**src/rtl/skew_mask_select.sv**
```systemverilog
// skew_mask_select -- pipelined N-way channel select with per-word mask on
// chunk-skewed data. Chunk k of a word arrives k cycles after chunk 0; the
// control (sel, mask) presented with chunk 0 is delayed down a short shift
// register so every chunk of a word is steered by that word's own control.
// Each lane adds exactly one register, so the input skew is preserved.
//
// Optional feature: define SKEW_MASK_SELECT_RANGE_CHECK_EN to add out_err,
// a flag for valid words whose select is out of range.
//
// Ports:
//   clk       rising-edge clock
//   rst       asynchronous active-high reset
//   en        global enable; when low every register holds
//   in        NUM_IN skewed channels, channel c at [c*WIDTH +: WIDTH]
//   in_sel    channel index, aligned with lane 0
//   in_mask   1 passes data, 0 forces zero; aligned with lane 0
//   in_valid  word-valid qualifier, aligned with lane 0
//   out       skewed selected/masked data
//   out_valid valid qualifier, aligned with lane 0 of out
//   out_err   (optional) in_valid & out-of-range select, aligned with out_valid

// One lane: registered mux + mask over LW bits of each channel.
module skew_mask_select_lane #(
  parameter int LW     = 3,
  parameter int NUM_IN = 4,
  parameter int SEL_W  = 2
) (
  input  logic                       clk,
  input  logic                       rst,
  input  logic                       en,
  input  logic [NUM_IN-1:0][LW-1:0]  d,
  input  logic [SEL_W-1:0]           sel,
  input  logic                       mask,
  output logic [LW-1:0]              q
);
  logic [LW-1:0] q_nxt;

  // A select that matches no channel (out of range) falls through to zero.
  // With a single channel the select is ignored.
  always_comb begin
    q_nxt = '0;
    for (int c = 0; c < NUM_IN; c++)
      if (mask && (NUM_IN == 1 || sel == SEL_W'(c))) q_nxt = d[c];
  end

  always_ff @(posedge clk or posedge rst)
    if (rst)     q <= '0;
    else if (en) q <= q_nxt;
endmodule

module skew_mask_select #(
  parameter int WIDTH  = 8,
  parameter int CHUNK  = 3,
  parameter int NUM_IN = 4,
  parameter int SEL_W  = (NUM_IN > 1) ? $clog2(NUM_IN) : 1
) (
  input  logic                     clk,
  input  logic                     rst,
  input  logic                     en,
  input  logic [NUM_IN*WIDTH-1:0]  in,
  input  logic [SEL_W-1:0]         in_sel,
  input  logic                     in_mask,
  input  logic                     in_valid,
  output logic [WIDTH-1:0]         out,
  output logic                     out_valid
`ifdef SKEW_MASK_SELECT_RANGE_CHECK_EN
  ,
  output logic                     out_err
`endif
);
  localparam int CHUNKS = (WIDTH + CHUNK - 1) / CHUNK;
  localparam int DEPTH  = CHUNKS - 1;
  localparam int QD     = (DEPTH > 0) ? DEPTH : 1;

  typedef struct packed {
    logic [SEL_W-1:0] sel;
    logic             mask;
  } ctl_t;

  ctl_t ctl_live;
  ctl_t ctl_q [QD];   // ctl_q[j] = control presented j+1 cycles ago

  assign ctl_live = {in_sel, in_mask};

  // Valid only matters at lane 0 timing, so it is not carried down the
  // delay line; lanes k>0 only need sel/mask.
  if (DEPTH > 0) begin : g_dly
    always_ff @(posedge clk or posedge rst)
      if (rst) begin
        for (int j = 0; j < QD; j++) ctl_q[j] <= '0;
      end else if (en) begin
        ctl_q[0] <= ctl_live;
        for (int j = 1; j < QD; j++) ctl_q[j] <= ctl_q[j-1];
      end
  end else begin : g_nodly
    assign ctl_q[0] = '0;
  end

  for (genvar k = 0; k < CHUNKS; k++) begin : g_lane
    localparam int LO = k * CHUNK;
    localparam int LW = (k == CHUNKS - 1) ? WIDTH - LO : CHUNK;

    logic [NUM_IN-1:0][LW-1:0] d;
    ctl_t                      ctl;

    for (genvar c = 0; c < NUM_IN; c++) begin : g_ch
      assign d[c] = in[c*WIDTH + LO +: LW];
    end

    if (k == 0) begin : g_live
      assign ctl = ctl_live;
    end else begin : g_delayed
      assign ctl = ctl_q[k-1];
    end

    skew_mask_select_lane #(.LW(LW), .NUM_IN(NUM_IN), .SEL_W(SEL_W)) u_lane (
      .clk  (clk),
      .rst  (rst),
      .en   (en),
      .d    (d),
      .sel  (ctl.sel),
      .mask (ctl.mask),
      .q    (out[LO +: LW])
    );
  end

  always_ff @(posedge clk or posedge rst)
    if (rst)     out_valid <= 1'b0;
    else if (en) out_valid <= in_valid;

`ifdef SKEW_MASK_SELECT_RANGE_CHECK_EN
  logic err_nxt;
  assign err_nxt = in_valid && (NUM_IN > 1) &&
                   ({1'b0, in_sel} >= (SEL_W+1)'(NUM_IN));

  always_ff @(posedge clk or posedge rst)
    if (rst)     out_err <= 1'b0;
    else if (en) out_err <= err_nxt;
`endif
endmodule
```
**config.mk**
```make
export PLATFORM = sky130hd
export DESIGN_NAME = skew_mask_select
export DESIGN_NICKNAME = d
export VERILOG_FILES = /design/src/rtl/skew_mask_select.sv
export SDC_FILE = /design/constraint.sdc
export NUM_CORES = 1
export LEC_CHECK = 0
export CAP_MARGIN = 10
export CORE_ASPECT_RATIO = 1.2
export CORE_UTILIZATION = 38
export CTS_BUF_LIST = sky130_fd_sc_hd__clkbuf_4 sky130_fd_sc_hd__clkbuf_8
export CTS_CLUSTER_SIZE = 25
export DETAILED_ROUTE_END_ITERATION = 12
export GPL_ROUTABILITY_DRIVEN = 0
export GPL_TIMING_DRIVEN = 0
export HOLD_SLACK_MARGIN = 0.02
export PLACE_DENSITY = 0.86
export SETUP_SLACK_MARGIN = 0.2
export SYNTH_ARGS = -nofsm -noshare
export SYNTH_HDL_FRONTEND = slang
export SYNTH_SLANG_ARGS = --single-unit
```
**constraint.sdc**
```tcl
create_clock -name clk -period 1.5 [get_ports clk]
set_input_delay 0.15 -clock clk [delete_from_list [all_inputs] [get_ports clk]]
set_output_delay 0.15 -clock clk [all_outputs]
set_load 0.01 [all_outputs]
```
# Yosys cells after proc, flatten, opt, wreduce, memory -nomap -nowiden
# Index checks and enable logic that the tools add are counted.
# word_totals
regBits	15
inputBits	39
output_inout_bits	9
word_cells	44
# classes
eq_ne	9
muxes	12
reduce_logical	15
# op_table
operator	count
2-to-1 mux 3 bit	8
== test 2 bit (second input constant)	6
logical AND 1 bit	12
2-to-1 mux 2 bit	4
== test 2 x 1 -> 1 bit (second input constant)	3
logical NOT 2 bit	3

# Depth between registers and ports, before layout
# Gate-level depths: netlist (run 1).
# logic_depth
ltp_word	6
ltp_mapped	4
depth_no_buf	3

# Cells and area by module
# Synthesis (run 1) repeated with hierarchy kept, for this count alone.
# unflattened
hier_cells	49
area_unflattened_um2	789.5
# modules_own_cells
mod	n_inst	cells_per_inst	area_each_um2	seq_area_each_um2
skew_mask_select_lane (g_lane[0].u_lane ...)	2	12	182.7	75.1
skew_mask_select	1	16	295.3	175.2
skew_mask_select_lane (g_lane[2].u_lane)	1	9	128.9	50.0

# Worst setup path after synthesis (run 1)
# OpenSTA, ideal clock, no wires.
# synth_timing
path_kind	flip-flop to flip-flop
startpoint	register ctl_q[4] (netlist name)
endpoint	register g_lane[1].u_lane.q[0]
setup_time_ns	0.131
t_arrival_ns	1.091
required_ns	1.369
setup_slack_ns	0.278
stages_incl_launch_ff	4
path_buffers	0
period_less_slack_ns	1.222
path_cell_list	dfrtp_1 > mux4_1 > nand3_1 > o21ai_1
# synth_via
elab_chain_cells	6
word_cells_on_any_way	12
classes_between	3 x eq/ne; 4 x mux; 5 x reduce/logical
# synth_lines
item	line	text
start: declaration	81	ctl_t ctl_q [QD];
logical NOT 2 bit	43	if (mask && (NUM_IN == 1 || sel == SEL_W'(c))) q_nxt = d[c];
logical AND 1 bit	43	
2-to-1 mux 3 bit (3 in a row)	43	
2-to-1 mux 3 bit *	43	
end signal: assignment	48	else if (en) q <= q_nxt;
end: declaration	34	output logic [LW-1:0] q
# Every way passes the cells marked *; elsewhere a longest branch is shown, timed or not.
# A chain may end at the register's enable or synchronous reset.

# Final worst setup path (run 1)
# Same ends and word-level chain as after synthesis.

==> results.txt, run 1 <==
mux cell area share after synthesis -> 27.7%
WP buf/inv -> 0
Remaining DRCs -> 8
Final period util -> 85.2%
RSZ-0062 raised after global routing -> true
WL final -> 1.86 mm
clk sink count -> 15
floorplan row count -> 17
R2R Path Start -> ctl_q[4]
post-layout min period -> 1.28 ns
post-synthesis xor/xnor area fraction -> 0%
final-report max-slew violation count -> 0
Hold WC Path Type -> in2async
Gate power share -> 28.1%
critical path's top delay family -> multiplexers
cell area after synthesis -> 786 µm²
area leader, netlist -> dfrtp_1
R2R Setup Slk -> 0.22 ns
largest family of logic cells by synthesized area -> multiplexers
top-area cell type share of the netlist area -> 47.8%
Syn Inst Count -> 65
max_slew headroom -> 64.4%
synth top area cells -> dfrtp_1, mux2_2, mux4_2
Psw -> 253 µW
I/O pins -> 48
clk_skew -> 0.0116 ns
post-synthesis adder-cell area fraction -> 0%
total grt overflow -> 0
CTS tree -> yes
synth unique cells -> 17
Fill cells -> 147
DR WL/cell -> 13.7 µm
P_int -> 769 µW
Sw Share -> 24.8%
compound-cell area share of the yosys netlist -> 6.69%
failing checks -> design-rule violations
most frequent cells after synthesis -> dfrtp_1, nand3_1, inv_1
core area -> 0.00189 mm²
final setup fails -> 0
die area -> 0.00225 mm²
all-layer global routing usage -> 19.0%
Slew @ Worst Pin -> 0.533 ns
Ys Warns -> 0
critical path fanouts, max -> 4
number of flops mapped to enable cells by yosys -> 0
Crit path required time -> 1.66 ns
clk root buf -> clkbuf_4
Starting Density -> 41.5%
clk_lat worst skew -> 0.28 ns
Clock Tree Buf Depth -> 2
area of the multi-input gates -> 370 µm²
layout cells sized above 1 -> 15.4%
first-pass GRT wire length -> 3.06 mm
ys async rst share -> 100%
Syn Area/Cell -> 12.1 µm²
Flop pwr share -> 48.1%
Final Hold Slack -> 0.200 ns
die width -> 43.5 µm
H-tree levels -> 1
PD cells -> 783 mW/mm²
CP Data Arrival Time -> 1.44 ns
CTS hold repair buffers -> 0
number of max-cap violations -> 0
final hold violation count -> 0
CTS buffer count -> 3
Setup crit start -> ctl_q[4]
Max Clock Freq -> 783 MHz
vias per cell -> 5.20
Detailed Route Iter0 Violations -> 20
Die H -> 51.8 µm
Worst path max stage delay -> 0.57 ns
Crit Path Category -> reg2reg
initial antenna violation count -> 0
#FFs+latches synth -> 15
I/O Buffers -> 46
Slowest-stage cell, CP -> mux4_1
Synth Net Count -> 104
number of global-route vias before repair -> 689
vias post-DR -> 707
nets -> 157
Top FF cell, synth -> dfrtp_1
Seq/Total Area, Yosys -> 47.8%
setup tns final -> 0 ns
CP Capture Type -> register
Clock transition at path regs -> 0.09 ns
Area growth, synth to finish -> 66.1%
area occupied by registers -> 377 µm²
status -> finished, violations left
Leakage -> 0.584 nW
clock share of power -> 23.7%
most common cell in the synthesized netlist -> dfrtp_1
CP Launch Type -> register
post-route ant nets -> 0
DRT Pass-1 Iters -> 8
Synth Area in Simple Gates -> 12.7%
diode count -> 0
pin count of the biggest net entering global routing -> 16
Max rail drop VDD -> 0.512 mV
critical-path cell list -> mux4_1 -> nand3_1 -> o21ai_1
[area by class of cell]
| type | count | share of cell area, % |
|---|---|---|
| flip-flops and latches | 15 | 28.9 |
| clock buffers | 4 | 2.30 |
| inverters | 7 | 2.01 |
| repair buffers | 48 | 35.6 |
| plain buffers | 3 | 1.05 |
| well taps | 19 | 1.82 |
| multi-input cells | 40 | 28.4 |
[repair_timing]
item | in CTS | in global routing
buffers inserted | 0 | 2
gates resized for setup | 10 | 0
setup endpoints to repair | 11 | 4
[registers in the layout (all words and copies together) (netlist names)]
register	cells
ctl_q	6
g_lane.u_lane.q	8
out_valid	1
[metal layers]
metal | GRT usage [%] | part of all wire (%) | vias up
li1 | - | - | 348
met1 | 22.4 | 41 | 325
met2 | 33.1 | 50 | 32
met3 | 5.21 | 7.9 | 2
met4 | 6.25 | 1.2 | 0
met5 | 0 | 0 | -
[layout by cell type (no fill, tap or decap)]
cell type	netlist	routed
clkbuf_1	1	1
o21ai_0	4	4
and4b_1	1	1
inv_1	7	7
mux2i_1	3	3
o21ai_1	2	2
dfrtp_1	15	14
dfrtp_2	0	1
nand3_1	8	8
mux4_1	2	2
a22oi_1	3	3
dlygate4sd2_1	0	9
nand2b_1	3	3
mux2_2	6	6
clkbuf_4	0	4
buf_4	0	2
clkdlybuf4s50_1	0	37
nand2_1	1	1
and4_1	1	1
mux4_2	3	3
buf_2	2	2
or3_1	3	3
[power groups by stage]
stage / Combinational (mW) / Sequential [mW] / Clock, mW
6_report: 0.287 / 0.492 / 0.243
5_1_grt: 0.312 / 0.499 / 0.270
4_1_cts: 0.279 / 0.493 / 0.247
3_5_place_dp: 0.299 / 0.502 / 0
3_3_place_gp: 0.291 / 0.498 / 0
2_1_floorplan: 0.110 / 0.507 / 0
[worst paths after layout]
| kind | end | depth (start not counted) |
|---|---|---|
| max | g_lane[1].u_lane.q[0] | 3 |
| min | g_lane[2].u_lane.q[0] | 2 |
| max reg2reg | g_lane[1].u_lane.q[0] | 3 |
| min reg2reg | out_valid | 1 |
| max in group asynchronous | ctl_q[4] | 2 |
| min in group clk | ctl_q[4] | 2 |
[cells by family after synthesis]
family,count (synthesis)
muxes,14
buffers and inverters,10
DFF,15
and+or+nand+nor,17
AOI/OAI and AO/OA,9
[stage by stage]
| step | utilization (%) | total power, mW | instances | worst slack [ns] | instance area [µm²] |
|---|---|---|---|---|---|
| after floorplan | - | 0.618 | 65 | 0.278 | 786 |
| after global placement | 67.1 | 0.789 | 130 | 0.116 | 1270 |
| after detailed placement | 67.1 | 0.801 | 130 | 0.0837 | 1270 |
| after CTS | 68.1 | 1.02 | 134 | 0.209 | 1290 |
| after global routing | 68.9 | 1.08 | 136 | 0.184 | 1310 |
| final | 68.9 | 1.02 | 136 | 0.222 | 1310 |
(Power assumes the default switching activity.)
==> run 2: changes to the inputs <==
Settings changed: CORE_UTILIZATION 38 to 34, CTS_CLUSTER_DIAMETER set to 200, PLACE_DENSITY 0.86 to 0.81.
Clock period 1.5 ns to 1.14 ns, I/O delays scaled along.
==> results.txt, run 2 (synthesis gave the netlist of run 1 again) <==
Crit Path Category -> reg2reg
DR WL/cell -> 12.7 µm (-6.8%)
Leakage -> 0.597 nW (+2.2%)
CP Capture Type -> register
R2R Path Start -> ctl_q[4]
pin count of the biggest net entering global routing -> 16 (unchanged)
Die H -> 54.7 µm (+5.5%)
CP endpoint -> g_lane[1].u_lane.q[2]
setup ws final -> -0.0651 ns (-0.287 ns)
Non-Filler Instances -> 152 (+12%)
final-report max-slew violation count -> 0 (unchanged)
uppermost layer routed -> met4
CP Data Arrival Time -> 1.37 ns (-0.07 ns)
final core occ -> 63.8% (-5.2 points)
all-layer global routing usage -> 18.1% (-0.94 points)
max_slew headroom -> 64.0% (-0.41 points)
failing checks -> negative setup slack
layout cells sized above 1 -> 33.6% (+18 points)
post-layout min period -> 1.21 ns (-0.0725 ns)
R2R Setup Slk -> -0.07 ns (-0.29 ns)
DRT Pass-1 Iters -> 4 (-4)
r2r endpoint -> g_lane[1].u_lane.q[2]
Final period util -> 106% (+21 points)
Slowest-stage cell, CP -> mux4_2
post-route ant nets -> 0 (unchanged)
I/O Buffers -> 46 (unchanged)
core area -> 0.00212 mm² (+12%)
critical path fanouts, max -> 5 (+1)
die area -> 0.00251 mm² (+11%)
die width -> 45.9 µm (+5.5%)
number of max-cap violations -> 0 (unchanged)
initial antenna violation count -> 0 (unchanged)
CTS buffer count -> 3 (unchanged)
Area growth, synth to finish -> 71.8%
first-pass GRT wire length -> 3.10 mm (+1.4%)
I/O pins -> 48 (unchanged)
vias per cell -> 4.77 (-8.2%)
CTS hold repair buffers -> 0 (unchanged)
total grt overflow -> 0 (unchanged)
routed wl met2 -> 1.07 mm (+16%)
Max rail drop VDD -> 0.770 mV (+50%)
diode count -> 0 (unchanged)
Clock transition at path regs -> 0.09 ns (about the same)
most common cell after layout, fill and taps aside -> clkdlybuf4s50_1
Final Hold Slack -> 0.163 ns (-0.0372 ns)
Worst path max stage delay -> 0.53 ns (-0.04 ns)
WL final -> 1.94 mm (+4.2%)
number of global-route vias before repair -> 748 (+8.6%)
placed cell areas -> 0.00128 mm² (+0.49%)
PD cells -> 1020 mW/mm² (+30%)
placed cells -> 141 (+8.5%)
largest registers -> g_lane.u_lane.q: 8 flops, ctl_q: 6 flops, out_valid: 1 flops
Max Clock Freq -> 830 MHz (+6.0%)
final instance area -> 0.00135 mm² (+3.5%)
clk_skew -> 0.00545 ns (-0.00611 ns)
Hold WC Path Type -> in2async
max reg flops -> 8 (unchanged)
wl on met1 -> 671 µm (-12%)
final hold violation count -> 0 (unchanged)
Clock Tree Buf Depth -> 2 (unchanged)
Starting Density -> 37.1% (-4.4 points)
Setup crit start -> ctl_q[4]
nets -> 162 (+3.2%)
vias post-DR -> 725 (+2.5%)
H-tree levels -> 1 (unchanged)
clk root buf -> clkbuf_4
met3 wire length -> 148 µm (+0.68%)
CTS tree -> yes
Slew @ Worst Pin -> 0.539 ns (+0.00614 ns)
clk_lat worst skew -> 0.28 ns (about the same)
Reg with most FFs -> g_lane.u_lane.q
Detailed Route Iter0 Violations -> 3 (-85%)
critical-path cell list -> mux4_2 -> nand3_2 -> o21ai_2
cell count of the worst reg-to-reg path -> 3 (unchanged)
Crit path required time -> 1.31 ns (-0.35 ns)
Remaining DRCs -> 0 (-8)
clk sink count -> 15 (unchanged)
CP Launch Type -> register
floorplan row count -> 18 (+1)
most frequent cells in the layout -> clkdlybuf4s50_1, dfrtp_1, buf_2, inv_1
RSZ-0062 raised after global routing -> true
final setup fails -> 4 (+4)
status -> finished, violations left
==> run 2: area by class of cell <==
| class | count | area [µm²] |
|---|---|---|
| Buffer | 3 | 21.3 |
| Clock buffer | 3 | 22.5 |
| Clock inverter | 1 | 5.00 |
| Fill cell | 192 | 767 |
| Inverter | 7 | 26.3 |
| Multi-Input combinational cell | 40 | 392 |
| Sequential cell | 15 | 377 |
| Tap cell | 30 | 37.5 |
| Timing Repair Buffer | 53 | 469 |
==> run 2: what timing repair did <==
| item | CTS | global route |
|---|---|---|
| gates resized for setup | 43 | 7 |
| endpoints found under the setup margin | 24 | 15 |
| pin swaps | 1 | 2 |
| setup buffers | 5 | 2 |
==> run 2: layer usage <==
metal,GRT usage [%],up-vias
li1,-,354
met1,18.0,335
met2,32.9,32
met3,5.94,4
met4,8.82,0
met5,0,-
==> run 2: report_power, final <==
group	total, mW	switching (mW)	internal [mW]	leakage, nW
Clock	0.298	0.168	0.130	0.0177
Sequential	0.647	0.0508	0.596	0.187
Combinational	0.427	0.142	0.284	0.393
==> run 2: worst max-delay path: cells and delay by family (launching register included) <==
family | cells | cell delay [ns]
simple gates | 1 | 0.08
flops | 1 | 0.43
compound gates | 1 | 0.05
mux | 1 | 0.53
==> run 2: metrics by stage <==
step | total power, mW | setup TNS (ns) | setup WS (ns)
after floorplan | 0.817 | -0.165 | -0.0558
after global placement | 1.04 | -2.23 | -0.203
after detailed placement | 1.06 | -2.56 | -0.231
after CTS | 1.35 | -0.247 | -0.0804
after global routing | 1.45 | -0.462 | -0.113
final | 1.37 | -0.222 | -0.0651
==> run 2: how the worst min path moves through the flow <==
stage                             to  startpoint  cells past startpoint
6_report       g_lane[2].u_lane.q[0]         rst                      2
2_1_floorplan               ctl_q[0]         rst                      1
3_5_place_dp                ctl_q[4]   in_sel[0]                      2
3_3_place_gp                ctl_q[4]   in_sel[0]                      2
5_1_grt                     ctl_q[4]   in_sel[0]                      2
4_1_cts                     ctl_q[4]   in_sel[0]                      2
==> run 3: changes to the inputs <==
Settings changed: CORE_MARGIN set to 5.
==> results.txt, run 3 (synthesis gave the netlist of run 1 again) <==
R2R Setup Slk -> -0.08 ns (-0.02 ns)
setup tns final -> -0.239 ns (-0.0176 ns)
Psw -> 365 µW (+1.1%)
I/O Buffers -> 46 (unchanged)
final core occ -> 60.5% (-3.3 points)
H-tree levels -> 1 (unchanged)
placed cells -> 142 (+0.71%)
post-route ant nets -> 0 (unchanged)
Reg with most FFs -> g_lane.u_lane.q
Max Clock Freq -> 819 MHz (-1.2%)
area occupied by registers -> 377 µm² (unchanged)
clk_skew -> 0.000746 ns (-0.00470 ns)
Flop pwr share -> 46.7% (-0.5 points)
DR WL/cell -> 14.3 µm (+12%)
Fill cells -> 190 (-1.0%)
Detailed Route Iter0 Violations -> 13 (+10)
WL final -> 2.21 mm (+14%)
number of global-route vias before repair -> 859 (+15%)
vias post-DR -> 746 (+2.9%)
CTS buffer count -> 3 (unchanged)
post-layout min period -> 1.22 ns (+0.0152 ns)
clock share of power -> 21.6% (about the same)
diode count -> 0 (unchanged)
setup ws final -> -0.0804 ns (-0.0152 ns)
first-pass GRT wire length -> 3.64 mm (+17%)
clk sink count -> 15 (unchanged)
Gate power share -> 31.7% (+0.6 points)
Max rail drop VDD -> 0.759 mV (-1.3%)
final-report max-slew violation count -> 0 (unchanged)
Non-Filler Instances -> 155 (+2.0%)
Clock Tree Buf Depth -> 2 (unchanged)
floorplan row count -> 19 (+1)
clk root buf -> clkbuf_4
Sw Share -> 26.4% (+0.040 points)
CP Capture Type -> register
layout cells sized above 1 -> 33.9% (+0.26 points)
CTS hold repair buffers -> 0 (unchanged)
critical path fanouts, max -> 4 (-1)
initial antenna violation count -> 0 (unchanged)
Remaining DRCs -> 0 (unchanged)
I/O pins -> 48 (unchanged)
Hold WC Path Type -> in2reg
total grt overflow -> 0 (unchanged)
detailed placement HPWL -> 1.74 mm
final setup fails -> 5 (+1)
number of max-cap violations -> 0 (unchanged)
Die H -> 62.7 µm (+15%)
status -> finished, violations left
RSZ-0062 raised after global routing -> true
CP Launch Type -> register
vias per cell -> 4.81 (+0.91%)
most frequent cells in the layout -> clkdlybuf4s50_1, dfrtp_1, buf_2, buf_4, inv_1
largest registers -> g_lane.u_lane.q: 8 flops, ctl_q: 6 flops, out_valid: 1 flops
most common cell after layout, fill and taps aside -> clkdlybuf4s50_1
DRT Pass-1 Iters -> 3 (-1)
Crit Path Category -> reg2reg
Tot Pwr -> 1.39 mW (+0.97%)
final instance area -> 0.00137 mm² (+1.2%)
Leakage -> 0.615 nW (+3.1%)
pin count of the biggest net entering global routing -> 16 (unchanged)
final hold violation count -> 0 (unchanged)
clk_lat worst skew -> 0.28 ns (about the same)
Final Hold Slack -> 0.141 ns (-0.0220 ns)
CTS tree -> yes
P_int -> 1.02 mW (+0.92%)
die area -> 0.00338 mm² (+35%)
Area growth, synth to finish -> 73.9%
max_slew headroom -> 62.6% (-1.4 points)
Final period util -> 107% (+1.3 points)
PD cells -> 1010 mW/mm² (-0.23%)
max reg flops -> 8 (unchanged)
Slew @ Worst Pin -> 0.560 ns (+0.0208 ns)
core area -> 0.00226 mm² (+6.7%)
Crit path required time -> 1.31 ns (about the same)
Starting Density -> 34.8% (-2.3 points)
all-layer global routing usage -> 14.2% (-3.9 points)
area of the multi-input gates -> 383 µm² (-2.2%)
nets -> 164 (+1.2%)
placed cell areas -> 0.00128 mm² (about the same)
worst slack at placement -> -0.245 ns (-0.0133 ns)
die width -> 53.9 µm (+17%)
Clock transition at path regs -> 0.09 ns (about the same)
CP Data Arrival Time -> 1.39 ns (+0.02 ns)
failing checks -> negative setup slack
[run 3: final cells by class]
class	instances	share of cell area, %
plain buffers	3	1.56
clock buffers	3	1.65
clock inverters	1	0.366
inverters	7	1.92
multi-input cells	40	28.0
flip-flops and latches	15	27.6
well taps	31	2.84
repair buffers	55	36.1
[run 3: power by group through the flow]
stage | clock network (mW) | registers, mW | logic (mW)
floorplan | 0 | 0.669 | 0.149
global placement | 0 | 0.657 | 0.390
detailed placement | 0 | 0.662 | 0.398
CTS | 0.307 | 0.645 | 0.410
global route | 0.337 | 0.658 | 0.475
finish | 0.299 | 0.647 | 0.439
[run 3: worst max-delay path, stage by stage, from the launching register on]
cell     delay, ns
dfrtp_2       0.43
mux4_2        0.53
nand3_2       0.09
o21ai_1       0.06
[run 3: path summary, 6_finish.rpt]
kind	start	endpoint	cells after the start
setup / recovery	ctl_q[4]	g_lane[1].u_lane.q[2]	3
hold / removal	in_mask	ctl_q[3]	3
setup reg to reg	ctl_q[4]	g_lane[1].u_lane.q[2]	3
hold reg to reg	g_lane[1].u_lane.q[0]	g_lane[1].u_lane.q[0]	2
max in group asynchronous	rst	ctl_q[4]	2
min in group asynchronous	rst	g_lane[2].u_lane.q[1]	2
[run 3: routing by layer]
layer,global-route usage [%],share of wire (%),wire [µm]
met1,15.1,37,819
met2,24.8,51,1120
met3,4.06,11,237
met4,5.75,1.6,36
met5,0,0,0
[run 3: repair_timing]
item                       4_1_cts  5_1_grt
setup endpoints to repair       24       18
gates cloned                     0        0
buffers inserted                 6        3
gates resized for setup         44        6
pin swaps                        2        1
